<file path="config.mk">
export PLATFORM = sky130hd
export DESIGN_NAME = qdiv_hs
export DESIGN_NICKNAME = d
export VERILOG_FILES = /design/src/rtl/qmath_pkg.sv /design/src/rtl/qdiv_step.sv /design/src/rtl/qdiv_hs.sv
export SDC_FILE = /design/constraint.sdc
export NUM_CORES = 1
export LEC_CHECK = 0
export ABC_AREA = 1
export BUFFER_PORTS_ARGS = -buffer_cell sky130_fd_sc_hd__buf_2
export CORE_ASPECT_RATIO = 1.5
export CORE_MARGIN = 1.5
export CORE_UTILIZATION = 35
export CTS_CLUSTER_DIAMETER = 60
export DETAILED_ROUTE_END_ITERATION = 6
export PLACE_DENSITY = 0.55
export SLEW_MARGIN = 20
export SYNTH_ARGS = -nofsm -noshare
export SYNTH_HDL_FRONTEND = slang
export SYNTH_SLANG_ARGS = --single-unit
</file>
<file path="constraint.sdc">
create_clock -name i_clk -period 1.9 [get_ports i_clk]
set_input_delay 0.19 -clock i_clk [delete_from_list [all_inputs] [get_ports i_clk]]
set_output_delay 0.19 -clock i_clk [all_outputs]
set_load 0.05 [all_outputs]
</file>
<file path="src/rtl/qmath_pkg.sv">
// Shared definitions for the fixed-point handshake divider: FSM encoding and sizing helpers.
package qmath_pkg;

    typedef enum logic [1:0] {
        IDLE = 2'd0,
        DIV  = 2'd1,
        FIX  = 2'd2,
        DONE = 2'd3
    } qdiv_state_t;

    // Iteration counter width and accept-to-valid latency for an N-bit, Q-fraction divider.
    function automatic int cnt_width(input int n, input int q);
        return $clog2(n + q);
    endfunction

    function automatic int latency(input int n, input int q);
        return n + q + 1;
    endfunction

    localparam int QDIV_N_DEF = 32;
    localparam int QDIV_Q_DEF = 15;
    localparam int CNT_W      = cnt_width(QDIV_N_DEF, QDIV_Q_DEF);
    localparam int LAT        = latency(QDIV_N_DEF, QDIV_Q_DEF);

endpackage

</file>
<file path="src/rtl/qdiv_step.sv">
// One restoring-division step: shift a dividend bit into the remainder, subtract if it fits.
module qdiv_step
#(
    parameter int N = 32
)
(
    input  logic [N-1:0] rem,
    input  logic         bit_in,
    input  logic [N-1:0] divisor,
    output logic [N-1:0] rem_next,
    output logic         q_bit
);

    logic [N:0] trial;
    logic [N:0] diff;
    logic       fits;

    // Remainder is always below the divisor, so both outcomes fit back into N bits.
    always_comb begin
        trial    = {rem, bit_in};
        diff     = trial - {1'b0, divisor};
        fits     = (trial >= {1'b0, divisor});
        q_bit    = fits;
        rem_next = fits ? diff[N-1:0] : trial[N-1:0];
    end

endmodule

</file>
<file path="src/rtl/qdiv_hs.sv">
// Signed Q-format divider with valid/ready handshake on both sides.
// Magnitudes are divided bit-serially, then rounded, signed and range-checked.
//
//   state | meaning
//   IDLE  | o_ready high, waiting for an operand pair
//   DIV   | one restoring step per cycle, MSB first, N+Q steps
//   FIX   | rounding, sign, overflow / divide-by-zero result
//   DONE  | o_valid high, result held until i_ready
module qdiv_hs
    import qmath_pkg::*;
#(
    parameter int N     = 32,
    parameter int Q     = 15,
    parameter int ROUND = 0,
    parameter int SAT   = 1
)
(
    input  logic         i_clk,
    input  logic         i_rst,
    input  logic         i_valid,
    output logic         o_ready,
    input  logic [N-1:0] i_dividend,
    input  logic [N-1:0] i_divisor,
    output logic         o_valid,
    input  logic         i_ready,
    output logic [N-1:0] o_quotient,
    output logic         o_overflow,
    output logic         o_dbz
);

    localparam int QW = N + Q;
    localparam int CW = cnt_width(N, Q);

    localparam logic [CW-1:0] CNT_LOAD = CW'(QW - 1);
    localparam logic [QW:0]   LIM_POS  = (QW+1)'((64'd1 << (N - 1)) - 64'd1);
    localparam logic [QW:0]   LIM_NEG  = LIM_POS + (QW+1)'(1);
    localparam logic [N-1:0]  Q_MAX    = {1'b0, {(N-1){1'b1}}};
    localparam logic [N-1:0]  Q_MIN    = {1'b1, {(N-1){1'b0}}};

    qdiv_state_t   state;
    logic [CW-1:0] cnt;
    logic [QW-1:0] dvd_sh;
    logic [QW-1:0] quo;
    logic [N-1:0]  rem;
    logic [N-1:0]  dvs_mag;
    logic          res_neg;
    logic          dvd_neg;
    logic          dbz_pend;

    logic [N-1:0]  dvd_abs;
    logic [N-1:0]  dvs_abs;
    logic [N-1:0]  rem_next;
    logic          q_bit;

    logic          round_up;
    logic [QW:0]   mag_rnd;
    logic          ov_det;
    logic [N-1:0]  wrap_q;
    logic [N-1:0]  fix_q;

    // N-bit unsigned magnitudes keep -2^(N-1) exact.
    assign dvd_abs = i_dividend[N-1] ? (~i_dividend + N'(1)) : i_dividend;
    assign dvs_abs = i_divisor[N-1]  ? (~i_divisor  + N'(1)) : i_divisor;

    qdiv_step #(.N(N)) u_step (
        .rem      (rem),
        .bit_in   (dvd_sh[QW-1]),
        .divisor  (dvs_mag),
        .rem_next (rem_next),
        .q_bit    (q_bit)
    );

    always_comb begin
        round_up = (ROUND != 0) && ({rem, 1'b0} >= {1'b0, dvs_mag});
        mag_rnd  = {1'b0, quo} + {{QW{1'b0}}, round_up};
        ov_det   = res_neg ? (mag_rnd > LIM_NEG) : (mag_rnd > LIM_POS);
        wrap_q   = res_neg ? (~mag_rnd[N-1:0] + N'(1)) : mag_rnd[N-1:0];
        if (ov_det && (SAT != 0)) begin
            fix_q = res_neg ? Q_MIN : Q_MAX;
        end else begin
            fix_q = wrap_q;
        end
    end

    assign o_ready = (state == IDLE);
    assign o_valid = (state == DONE);

    always_ff @(posedge i_clk) begin
        if (i_rst) begin
            state      <= IDLE;
            cnt        <= '0;
            dvd_sh     <= '0;
            quo        <= '0;
            rem        <= '0;
            dvs_mag    <= '0;
            res_neg    <= 1'b0;
            dvd_neg    <= 1'b0;
            dbz_pend   <= 1'b0;
            o_quotient <= '0;
            o_overflow <= 1'b0;
            o_dbz      <= 1'b0;
        end else begin
            case (state)
                IDLE: begin
                    if (i_valid) begin
                        dvd_neg  <= i_dividend[N-1];
                        res_neg  <= i_dividend[N-1] ^ i_divisor[N-1];
                        dvd_sh   <= QW'(dvd_abs) << Q;
                        dvs_mag  <= dvs_abs;
                        rem      <= '0;
                        quo      <= '0;
                        dbz_pend <= (i_divisor == '0);
                        if (i_divisor == '0) begin
                            state <= FIX;
                        end else begin
                            cnt   <= CNT_LOAD;
                            state <= DIV;
                        end
                    end
                end
                DIV: begin
                    rem    <= rem_next;
                    quo    <= {quo[QW-2:0], q_bit};
                    dvd_sh <= {dvd_sh[QW-2:0], 1'b0};
                    if (cnt == '0) begin
                        state <= FIX;
                    end else begin
                        cnt <= cnt - CW'(1);
                    end
                end
                FIX: begin
                    if (dbz_pend) begin
                        o_quotient <= dvd_neg ? Q_MIN : Q_MAX;
                        o_overflow <= 1'b0;
                        o_dbz      <= 1'b1;
                    end else begin
                        o_quotient <= fix_q;
                        o_overflow <= ov_det;
                        o_dbz      <= 1'b0;
                    end
                    state <= DONE;
                end
                DONE: begin
                    if (i_ready) begin
                        state <= IDLE;
                    end
                end
                default: state <= IDLE;
            endcase
        end
    end

endmodule

</file>
# ---- Word-level counts from Yosys, hierarchy flattened
# Index checks and enable logic that the tools add are counted.
dict set report op_classes {
  n_reduce_logical 8
  n_eq_ne 8
  mux 26
  bitwise_logic 4
  magnitude_cmp 3
  add_sub_neg 5
}
# cell n
set ops {}
lappend ops {{two-way mux 32 bit} 9}
lappend ops {{one-hot mux 47 bit (2 select lines)} 2}
lappend ops {{adder 32 x 1 -> 32 bit (second input constant)} 3}
lappend ops {{NOT 32 bit} 3}
lappend ops {{two-way mux 47 bit} 2}
lappend ops {{one-hot mux 32 bit (2 select lines)} 1}
lappend ops {{greater-than comparator 47 x 31 -> 1 bit (second input constant)} 1}
lappend ops {{greater-than comparator 47 x 32 -> 1 bit (second input constant)} 1}
lappend ops {{greater-or-equal comparator 33 x 32 -> 1 bit} 1}
lappend ops {{logical NOT 32 bit} 1}
lappend ops {{subtractor 32 bit} 1}
lappend ops {{two-way mux 6 bit} 3}
lappend ops {{one-hot mux 6 bit (2 select lines)} 1}
lappend ops {{two-way mux 2 bit} 4}
lappend ops {{!= test 2 bit (second input constant)} 4}
lappend ops {{one-hot mux 2 bit (4 select lines)} 1}
lappend ops {{logical NOT 6 bit} 1}
lappend ops {{subtractor 6 x 1 -> 6 bit (second input constant)} 1}
lappend ops {{== test 2 bit (second input constant)} 2}
lappend ops {{AND reduction 2 bit} 2}
lappend ops {{AND reduction 4 bit} 1}
lappend ops {{two-way mux 1 bit} 3}
lappend ops {{AND reduction 3 bit} 1}
lappend ops {{== test 2 x 1 -> 1 bit (second input constant)} 1}
lappend ops {{4 further kinds} 4}
dict set report word_totals {
  inputBits 68
  register_bits 203
  out_inout_bits 36
  wordCells 66
}

# ---- Longest topological paths before layout
dict set report logic_depth {
  depth_word 5
  ltp_mapped 17
  depth_no_buf 16
}

# ---- By module
# A second synthesis with hierarchy kept.
dict set report hier_totals {
  cells_unflattened 2249
  hier_area_um2 13630.6
}
# module seq_area_each_um2 area_each_um2 cells_each instances
set by_module_without_submodules {}
lappend by_module_without_submodules {qdiv_hs 3763.6 10470.0 1602 1}
lappend by_module_without_submodules {qdiv_step 0.0 3160.5 647 1}

# ---- Worst setup path before layout
# No wires, ideal clock.
dict set report synth_timing {
  path_kind {register -> register}
  startpoint {reg state[0]}
  endpoint {reg dvd_sh[45]}
  arrival_ps 2054
  setup_time_ps 70
  period_less_slack_ps 2124
  slack_ps -224
  path_stages_with_launch 9
  t_required_ps 1830
  n_path_buf 2
  cell_sequence {dfxtp_1 inv_1 ha_1 o21ai_2 inv_1 clkbuf_1 clkbuf_1 nand2_1 a21oi_1}
}
dict set report synth_via {
  elab_chain_len 3
  elab_cells_between_ends 6
  cone_classes {eq/ne: 2; mux: 1; reduce/logical: 3}
}
# element line_no
set synth_rtl {}
lappend synth_rtl {{start: declaration} qdiv_hs.sv:40} ;# qdiv_state_t state;
lappend synth_rtl {{start signal: assignment} qdiv_hs.sv:90} ;# state <= IDLE;
lappend synth_rtl {{start signal: assignment} qdiv_hs.sv:114} ;# state <= FIX;
lappend synth_rtl {{start signal: assignment} qdiv_hs.sv:117} ;# state <= DIV;
lappend synth_rtl {{logical NOT 2 bit *} n/a}
lappend synth_rtl {{net o_ready} qdiv_hs.sv:21} ;# output logic o_ready,
lappend synth_rtl {{!= test 2 bit (no source line) or nonzero test 2 bit (tied branches)} n/a}
lappend synth_rtl {{AND reduction 2 bit (no source line)} n/a}
lappend synth_rtl {{end signal: assignment} qdiv_hs.sv:108} ;# dvd_sh <= QW'(dvd_abs) << Q;
lappend synth_rtl {{end signal: assignment} qdiv_hs.sv:124} ;# dvd_sh <= {dvd_sh[QW-2:0], 1'b0};
lappend synth_rtl {{end: declaration} qdiv_hs.sv:42} ;# logic [QW-1:0] dvd_sh;
# The timed path passes the listed nets; every way through them passes the cells marked *.
# A chain may end at the register's enable or synchronous reset.

# ---- Final worst setup path
dict set report layout_timing {
  startpoint {reg dvs_mag[30]}
  endpoint {reg rem[24]}
}
dict set report layout_via {
  elab_chain_len 3
}
# element line_no
set layout_rtl {}
lappend layout_rtl {{start: declaration} qdiv_hs.sv:45} ;# logic [N-1:0] dvs_mag;
lappend layout_rtl {{start signal: assignment} qdiv_hs.sv:109} ;# dvs_mag <= dvs_abs;
lappend layout_rtl {{greater-or-equal comparator 33 x 32 -> 1 bit} qdiv_step.sv:22} ;# fits = (trial >= {1'b0, divisor});
lappend layout_rtl {{two-way mux 32 bit} qdiv_step.sv:24} ;# rem_next = fits ? diff[N-1:0] : trial[N-1:0];
lappend layout_rtl {{one-hot mux 32 bit (2 select lines)} qdiv_hs.sv:103} ;# case (state)
lappend layout_rtl {{end signal: assignment} qdiv_hs.sv:122} ;# rem <= rem_next;
lappend layout_rtl {{end: declaration} qdiv_hs.sv:44} ;# logic [N-1:0] rem;
# No other way between the ends.

==> flow_summary.json <==
{
  "min_path_cells": 3,
  "drc": 0,
  "pin_count": 104,
  "area_growth_pct": 40.05,
  "dieArea_sq_um": 38270,
  "yosysWarnings": 0,
  "fmax_mhz": 481.3,
  "pwr-share-comb_pct": 66.9,
  "slowest_stage": "dfxtp_1",
  "swShare_pct": 47.98,
  "reg2regPathDepth": 15,
  "async_reset_ff_share_pct": 0,
  "clkPwrFrac_pct": 13.5,
  "synthCells": 2155,
  "grt_usage_pct": 24.77,
  "maxSlewHeadroom_pct": 52.53,
  "peakVddDrop_uv": 758.8,
  "routedWlPerCell_um": 16.01,
  "hold_slack_ns": 0.04668,
  "avgSynthCellArea_sq_um": 6.023,
  "vias": 14915,
  "worst_slew_pin_slew_ns": 0.7121,
  "synth_nets": 2266,
  "drv_slew": 0,
  "synthFlopType": "dfxtp_1",
  "holdPathEnd": "dvs_mag[20]",
  "ant_nets": 0,
  "core_area_sq_um": 36690,
  "htreeDepth": 4,
  "io_buffers": 103,
  "final_util_pct": 49.54,
  "status": "complete, but fails checks",
  "first_global_vias": 14709,
  "die_x_um": 160.2,
  "clkLatencyLatePin_ns": 0.47,
  "initial_core_util_pct": 35.37,
  "fin_nets": 2592,
  "cts_root_buf": "clkbuf_16",
  "dp_slack_ns": -0.5388,
  "grt_max_degree": 138,
  "ys_ff_latch": 188,
  "worstPathCellList": "inv_2 -> ha_4 -> nand2_1 -> nand2_1 -> nand2_1 -> nand2_1 -> a21oi_2 -> nand2_2 -> nor2_4 -> nand2_8 -> buf_12 -> buf_6 -> nand2_4 -> nand3_2 -> a21oi_2",
  "clock_sinks": 188,
  "p_leak_nw": 8.660,
  "worstSetupPathType": "flip-flop to flip-flop",
  "violations": "setup timing",
  "hold_path.class": "input pin to flip-flop",
  "worstHoldStart": "i_divisor[20]",
  "finalSetupViolCount": 33,
  "detailed_place_hpwl_um": 35090,
  "drive_gt1_share_pct": 30.99,
  "placementRows": 86,
  "fin_cells": 2979,
  "maxCapViolCount": 0,
  "cts_buffers": 17,
  "synth_edf_count": 0,
  "gp_congestion": 0.9395,
  "cp_num_buf_inv": 3,
  "internal_power_w": 0.01392,
  "antenna_found_initial": 1,
  "setup_ws_ns": -0.1775,
  "end_kind": "flip-flop",
  "die_height_um": 238.8,
  "dp.cells": 2922,
  "rr_endpoint": "rem[24]",
  "path_common_cell": "nand2_1",
  "first_pass_iters": 5,
  "yosysUniqueCellTypes": 42,
  "cpPeakStageDelay_ns": 0.33,
  "clk_path_buf_depth": 2,
  "cp-start-kind": "flip-flop",
  "grt_overflow": 0,
  "via_per_inst": 5.007,
  "p_seq_share_pct": 19.6,
  "drt-initial-drc-count": 746,
  "post-route-min-period_ns": 2.077,
  "totalWireLength_um": 47680,
  "rsz0062_at_grt": "yes",
  "hold_viol": 0,
  "critPathArrivalTime_ns": 2.47,
  "worstReg2RegStart": "dvs_mag[30]",
  "ys_seq_area_share_pct": 29.00,
  "clkTransAtPathRegs_ns": 0.08,
  "skew_ns": 0.01181,
  "power_density_nw_per_um2": 1472,
  "cp_top_family": "simple AND/OR/NAND/NOR gates",
  "path_max_fanout": 5,
  "r2r_slack_ns": -0.18,
  "synth_area_sq_um": 12980,
  "cts_tree": "built",
  "grt_pass1_wl_um": 75110,
  "fin_crit_sh_pct": 109.3,
  "required_ns": 2.29,
  "p_switching_w": 0.01284
}
-- per-stage QoR --
step	instance area, sq um	TNS [ns]	power [W]
floorplan	12990	0	0.01363
global placement	15870	-13.05	0.01943
detailed placement	15870	-14.19	0.01949
CTS	17460	-3.801	0.02530
global route	18170	-6.978	0.02858
finish	18180	-3.715	0.02675
-- cells by family (layout without fill, tap and decap cells) --
group | after synthesis | count (layout) | share of synthesized area [%]
adder cells (fa/ha/maj) | 43 | 43 | 4.203
AND/OR/NAND/NOR | 1139 | 1140 | 36.87
flip-flops | 188 | 188 | 29.00
buffers and inverters | 353 | 691 | 10.69
XOR/XNOR | 59 | 59 | 3.981
AO/OA/AOI/OAI | 373 | 373 | 15.26
other | 0 | 1 | 0
-- cell usage after synthesis, drive strengths merged, types with 28 or more instances --
cell type    n  area [sq um]
inv        260         975.9
o21ai      110         561.8
ha          42         525.5
nand3b      33         247.7
nand2      662          2497
a21oi      226          1135
xor2        35         306.5
nand4       28         175.2
nor2       219         837.1
dfxtp      188          3764
nand3      157         795.8
clkbuf      66         247.7
-- registers in the layout (all words and copies together) (netlist names), 2 cells and up --
register and flops:
state 2, dvd_sh 32, cnt 6, rem 32, dvs_mag 32, o_quotient 32
quo 47
-- power by group through the flow --
| stage | Sequential (W) | Clock, W | Combinational, W |
|---|---|---|---|
| floorplan | 0.00580 | 0 | 0.00783 |
| global placement | 0.00520 | 0 | 0.0142 |
| detailed placement | 0.00521 | 0 | 0.0143 |
| CTS | 0.00521 | 0.00370 | 0.0164 |
| global route | 0.00534 | 0.00385 | 0.0194 |
| finish | 0.00525 | 0.00361 | 0.0179 |
-- worst min-delay path, cell delays in order --
cell	delay [ns]
buf_2	0.11
xor2_1	0.07
a21oi_1	0.11
-- per-layer routing --
metal	vias to the layer above	share of wire (%)	track usage [%]
met3	107	2.9	2.949
li1	7564	-	-
met4	0	5.0	12.46
met1	6953	39	26.39
met5	-	0	0
met2	291	53	47.59
-- final cells by class --
| type | count | area [sq um] |
|---|---|---|
| Antenna cell | 1 | 2.502 |
| Clock buffer | 19 | 432.9 |
| Clock inverter | 13 | 135.1 |
| Fill cell | 3724 | 18520 |
| Inverter | 263 | 1008 |
| Multi-Input combinational cell | 1615 | 9175 |
| Sequential cell | 188 | 3827 |
| Tap cell | 484 | 605.6 |
| Timing Repair Buffer | 395 | 2984 |
| Timing Repair inverter | 1 | 5.005 |
-- cell usage in the layout, fill, tap and decap left out, types with 20 or more instances in the layout --
cell type,netlist,routed
nand2_1,657,560
buf_4,2,265
inv_1,256,221
a21oi_1,225,212
nor2_1,213,174
dfxtp_1,188,137
nand3_1,155,121
o21ai_0,106,102
buf_2,14,102
nand2_2,5,70
dfxtp_2,0,51
xor2_1,35,35
inv_2,4,34
nand3_2,2,33
nand3b_1,33,33
ha_4,0,32
nand2_4,0,29
nand4_1,28,28
nor2_2,6,26
xnor2_1,24,21
nor2_4,0,20
-- worst max-delay path by stage --
stage	to	cells past startpoint	startpoint
floorplan	rem[30]	15	dvd_sh[46]
global placement	rem[30]	15	dvd_sh[46]
detailed placement	rem[14]	15	dvd_sh[46]
CTS	rem[30]	16	dvd_sh[46]
global route	rem[24]	15	dvs_mag[30]
finish	rem[24]	15	dvs_mag[30]
-- timing repair --
action | in CTS | in global routing
endpoints found under the setup margin | 96 | 114
gates resized for setup | 186 | 224
pin swaps | 35 | 78
hold buffers | 0 | 0
buffers inserted | 12 | 11
gates cloned | 3 | 2
Power figures use the tool's default switching activity.
